File: config.mk
export PLATFORM = sky130hd
export DESIGN_NAME = shot_sequencer
export DESIGN_NICKNAME = d
export VERILOG_FILES = /design/src/rtl/shot_sequencer.sv
export SDC_FILE = /design/constraint.sdc
export NUM_CORES = 1
export LEC_CHECK = 0
export CAP_MARGIN = 5
export CORE_MARGIN = 2
export CORE_UTILIZATION = 60
export CTS_CLUSTER_SIZE = 16
export DETAILED_ROUTE_END_ITERATION = 8
export GPL_ROUTABILITY_DRIVEN = 0
export PLACE_DENSITY = 0.83
export SYNTH_ARGS = -nofsm -noshare
export SYNTH_HDL_FRONTEND = slang
export SYNTH_SLANG_ARGS = --single-unit
export TNS_END_PERCENT = 30
File: constraint.sdc
create_clock -name clock -period 4.4 [get_ports clock]
set_input_delay 0.66 -clock clock [delete_from_list [all_inputs] [get_ports clock]]
set_output_delay 0.66 -clock clock [all_outputs]
set_load 0.1 [all_outputs]
File: src/rtl/shot_sequencer.sv
// shot_sequencer: fast-gate armed, delayed single-pulse trigger with detector handshake.
// Optional READY_TIMEOUT_EN adds a detector_ready wait timeout leading to FAULT.
module shot_sequencer #(
  parameter int SYNC_STAGES     = 2,
  parameter int DEBOUNCE_CYCLES = 10,
  parameter int DELAY_W         = 24,
  parameter int PULSE_CYCLES    = 20,
  parameter int MAX_SHOTS       = 4,
  parameter int SHOT_W          = 8,
  parameter int TIMEOUT_CYCLES  = 2000000
) (
  input  logic               clock,
  input  logic               reset,
  input  logic               enable,
  input  logic               start_signal,
  input  logic               fg_signal,
  input  logic               detector_ready,
  input  logic [DELAY_W-1:0] trig_delay,
  output logic               output_trigger,
  output logic               armed,
  output logic               busy,
  output logic [SHOT_W-1:0]  shot_count,
  output logic               done,
  output logic               fault
);
  localparam int TW  = TIMEOUT_CYCLES > PULSE_CYCLES ? $clog2(TIMEOUT_CYCLES + 1) : $clog2(PULSE_CYCLES + 1);
  localparam int CW  = DELAY_W > TW ? DELAY_W : TW;
  localparam int DBW = $clog2(DEBOUNCE_CYCLES + 1);

  typedef enum logic [2:0] {IDLE, ARMED, DELAY, FIRE, WAIT_ACK, WAIT_RDY, DONE, FAULT} state_t;

  state_t state, state_n;
  logic [SYNC_STAGES-1:0] start_sync, fg_sync, rdy_sync;
  logic start_s, fg_s, rdy_s, fg_prev, fg_edge, start_deb;
  logic [DBW-1:0] dbc;
  logic [CW-1:0] cnt, cnt_n;
  logic [SHOT_W-1:0] shot_n;

  assign start_s = start_sync[SYNC_STAGES-1];
  assign fg_s    = fg_sync[SYNC_STAGES-1];
  assign rdy_s   = rdy_sync[SYNC_STAGES-1];

  // fg_edge is registered so the trigger lands SYNC_STAGES+2+D clocks after the first fg sample
  always_ff @(posedge clock or posedge reset) begin
    if (reset) begin
      start_sync <= '0;
      fg_sync    <= '0;
      rdy_sync   <= '1;
      fg_prev    <= 1'b0;
      fg_edge    <= 1'b0;
      start_deb  <= 1'b0;
      dbc        <= '0;
    end else begin
      start_sync <= {start_sync[SYNC_STAGES-2:0], start_signal};
      fg_sync    <= {fg_sync[SYNC_STAGES-2:0], fg_signal};
      rdy_sync   <= {rdy_sync[SYNC_STAGES-2:0], detector_ready};
      fg_prev    <= fg_s;
      fg_edge    <= fg_s & ~fg_prev;
      dbc        <= (start_s == start_deb || dbc == DBW'(DEBOUNCE_CYCLES - 1)) ? '0 : dbc + 1'b1;
      if (start_s != start_deb && dbc == DBW'(DEBOUNCE_CYCLES - 1))
        start_deb <= start_s;
    end
  end

  always_ff @(posedge clock or posedge reset) begin
    if (reset) begin
      state      <= IDLE;
      cnt        <= '0;
      shot_count <= '0;
    end else begin
      state      <= state_n;
      cnt        <= cnt_n;
      shot_count <= shot_n;
    end
  end

  always_comb begin
    state_n = state;
    cnt_n   = cnt;
    shot_n  = shot_count;
    case (state)
      IDLE: if (enable && start_deb) begin
        state_n = ARMED;
        shot_n  = '0;
      end
      ARMED: if (!start_deb || !enable) state_n = IDLE;
        else if (fg_edge) begin
          state_n = DELAY;
          cnt_n   = CW'(trig_delay);
        end
      DELAY: if (!start_deb || !enable) state_n = IDLE;
        else if (cnt == '0) begin
          state_n = FIRE;
          shot_n  = &shot_count ? shot_count : shot_count + 1'b1;
        end else cnt_n = cnt - 1'b1;
      FIRE: if (cnt == CW'(PULSE_CYCLES - 1)) begin
          state_n = WAIT_ACK;
          cnt_n   = '0;
        end else cnt_n = cnt + 1'b1;
      WAIT_ACK: state_n = !enable ? IDLE : !rdy_s ? WAIT_RDY : WAIT_ACK;
      WAIT_RDY: if (rdy_s) state_n = (MAX_SHOTS != 0 && shot_count == SHOT_W'(MAX_SHOTS)) ? DONE :
                                     (start_deb && enable) ? ARMED : IDLE;
        else if (!enable) state_n = IDLE;
      DONE:  if (!start_deb || !enable) state_n = IDLE;
      FAULT: if (!start_deb) state_n = IDLE;
      default: state_n = IDLE;
    endcase
`ifdef READY_TIMEOUT_EN
    if (state == WAIT_ACK || state == WAIT_RDY) begin
      cnt_n = cnt + 1'b1;
      if (cnt == CW'(TIMEOUT_CYCLES - 1)) state_n = FAULT;
    end
`endif
  end

  assign output_trigger = state == FIRE;
  assign armed          = state == ARMED;
  assign busy           = state == DELAY || state == FIRE || state == WAIT_ACK || state == WAIT_RDY;
  assign done           = state == DONE;
`ifdef READY_TIMEOUT_EN
  assign fault          = state == FAULT;
`else
  assign fault          = 1'b0;
`endif
endmodule

==> summary.txt <==
Critical path
  • R2R setup slack: 1.30 ns
  • FF-to-FF Start: cnt[8]
  • Slowest stage cell, crit path: clkdlybuf4s50_1
  • Worst Path Buf+Inv: 2
  • Top Family by Delay on Critical Path: buffers and inverters
  • Crit Path Class: reg2out
  • Length in cells of the worst reg-to-reg path: 6
  • Required @ worst endpoint: 3.74 ns
  • RR Endpoint: state[2]
  • Max FO, Critical Path: 11
  • Max incr delay on CP: 1.19 ns
  • CP Capture Type: output port
  • CP Cell Sequence: inv_1 -> nor3_1 -> clkdlybuf4s50_1
  • CP startpoint kind: register
  • CP arrival: 2.50 ns

Die
  • Placement row count: 28
  • DIE HEIGHT: 82.0 um
  • Core ar.: 5920 sq um
  • Die width: 82.0 um
  • IO Pins: 43
  • Starting Density: 61.7%
  • DIE AREA: 6730 sq um

Yosys
  • Synth top cells by count: nor2_1, dfrtp_1, o21ai_0, nor3_1
  • Ys Warns: 0
  • Synth area leaders: dfrtp_1, nor2_1, o21ai_0
  • Mapped cell area: 3650 sq um
  • Most common cell in the netlist: nor2_1
  • Synth cell types: 66
  • Asr flop ratio synth: 100%
  • Syn_nets: 490
  • Sequential area share after synthesis: 32.9%
  • Share of the synthesized area in the top cell type: 31.5%
  • Mapped Cells: 453
  • Yosys top cell by area: dfrtp_1
  • Ys flop type: dfrtp_1
  • Post-Syn Area per Cell: 8.07 sq um
  • EDFF count, synth: 0
  • FF+latch count, synth: 48

STA
  • Slew @ Worst Pin: 1.27 ns
  • Clock skew: 0.0239 ns
  • Final hold violations: 0
  • Tmin final: 3.16 ns
  • Crit share post-route: 71.9%
  • Final Worst Setup Slack: 1.24 ns
  • Setup_tns: 0 ns
  • Final setup vio count: 0
  • Max Fclk: 316 MHz
  • RSZ-0062 raised after global routing: no
  • Slew HR: 15.5%
  • Final Max Slew Viols: 0

Global route
  • Total grt overflow: 0
  • Initial antenna violation count: 0
  • Largest net degree at the start of global routing: 49
  • First-pass GRT wire length: 16,200 um
  • Tot GR Track Use: 31.3%
  • Vias in the first global route: 3,345

Drt
  • Number of nets with antenna violations after routing: 0
  • DRT iter0 DRCs: 533
  • DRC viols: 0
  • DR vias/cell: 6.69
  • Vias: 3,679
  • DRT Pass-1 Iters: 5
  • Routed WL per cell: 18.3 um
  • Detailed Route WL: 10,100 um

Cells and area
  • Synth-to-layout area growth: 13.9%
  • Antenna cells: 0
  • Layout cells sized above 1: 6.95%
  • Final-stage net count: 511

Place
  • Pre-CTS setup slack: 1.05 ns
  • # port buffers: 41
  • Final HPWL DP: 6850 um

Clock tree
  • Cts hold-fix bufs: 0
  • TritonCTS clock tree: done
  • Bufs on Longest Clock Path: 2
  • Post-CTS setup buffers: 0
  • Clk Latency, worst-skew pair: 0.33 ns
  • Post-CTS Resized: 0
  • Clock sink count: 48
  • Cts bufs inserted: 5
  • Clock transition at path regs: 0.09 ns
  • H-tree Lvls: 2
  • Root Buffer: clkbuf_8

Hold path
  • Hold endpoint: start_sync[1]
  • Hold path start: start_sync[0]
  • Cells on Worst Hold Path: 0
  • Type of the worst min-delay path: reg2reg

Power and ir drop
  • Leakage: 1.61 nW
  • Power Density: 540 nW/um^2
  • VDD IR max: 0.600 mV

Run
  • Max-cap violations: 0

Run status
  • Status: complete, no violations
## sequential cells by signal (all words and copies together) (netlist names)
| signal | cells |
|---|---|
| state | 3 |
| start_sync | 2 |
| fg_edge | 1 |
| cnt | 24 |
| dbc | 4 |
| shot_count | 8 |
| rdy_sync | 2 |
| fg_sync | 2 |
| fg_prev | 1 |
| start_deb | 1 |
## worst max-delay path by stage
stage | from | endpoint | slack, ns | depth (start not counted)
global route | cnt[8] | state[2] | 1.02 | 6
global placement | enable | cnt[22] | 1.22 | 6
CTS | state[1] | done | 1.27 | 3
floorplan | state[1] | state[2] | 0.88 | 6
detailed placement | enable | cnt[22] | 1.05 | 6
finish | state[1] | done | 1.24 | 3
## layer usage
layer / wire length, um / share of wire, % / track usage [%]
met3: 973 / 9.7 / 6.37
met1: 4160 / 41 / 40.6
met4: 335 / 3.3 / 12.0
met5: 0 / 0 / 0
met2: 4590 / 46 / 51.5
## worst reg2reg max path, delay by kind of cell (launching register included)
| kind | cells | cell delay [ns] |
|---|---|---|
| flip-flops | 1 | 0.52 |
| AO/OA/AOI/OAI | 2 | 1.20 |
| AND/OR/NAND/NOR | 4 | 1.23 |
## power breakdown
part / total, mW / switching (mW) / leakage, nW / internal (mW)
clock: 0.399 / 0.170 / 0.0687 / 0.229
combinational: 1.17 / 0.786 / 0.922 / 0.384
sequential: 0.682 / 0.163 / 0.619 / 0.519
## kinds of logic after synthesis
logic type | synth area share [%]
buffers and inverters | 6.30
AO/OA/AOI/OAI | 21.4
flip-flops | 32.9
AND/OR/NAND/NOR | 31.0
other | 0.103
XOR/XNOR | 5.27
multiplexers | 0.616
adder cells (fa/ha/maj) | 2.40
## layout by cell type (no fill, tap or decap), types with 7 or more instances in the layout
cell type / synthesis / routed
a21oi_1: 21 / 21
a31oi_1: 7 / 7
and3_1: 9 / 9
buf_4: 4 / 9
clkdlybuf4s50_1: 0 / 38
dfrtp_1: 46 / 46
ha_1: 7 / 7
inv_1: 15 / 14
nand2_1: 27 / 27
nand3_1: 27 / 27
nand4_1: 13 / 13
nor2_1: 48 / 48
nor2b_1: 7 / 7
nor3_1: 30 / 30
nor4_1: 9 / 9
o21ai_0: 32 / 31
o31ai_1: 7 / 7
xor2_1: 16 / 16
## per-stage QoR
stage	hold slack (ns)	utilization [%]	area, sq um	power (mW)	cells
after floorplan	0.331	-	3650	1.57	453
after global placement	0.334	68.0	4030	1.80	542
after detailed placement	0.342	68.0	4030	1.82	542
after CTS	0.363	70.3	4160	2.23	550
after global routing	0.364	70.3	4160	2.38	550
final	0.359	70.3	4160	2.25	550
## cell type report
type / count / area [sq um]
well taps: 75 / 93.8
multi-input cells: 357 / 2220
clock buffers: 5 / 68.8
clock inverters: 3 / 68.8
flip-flops and latches: 48 / 1200
repair buffers: 47 / 448
fillers: 486 / 1760
inverters: 15 / 56.3
(Power assumes the default switching activity.)
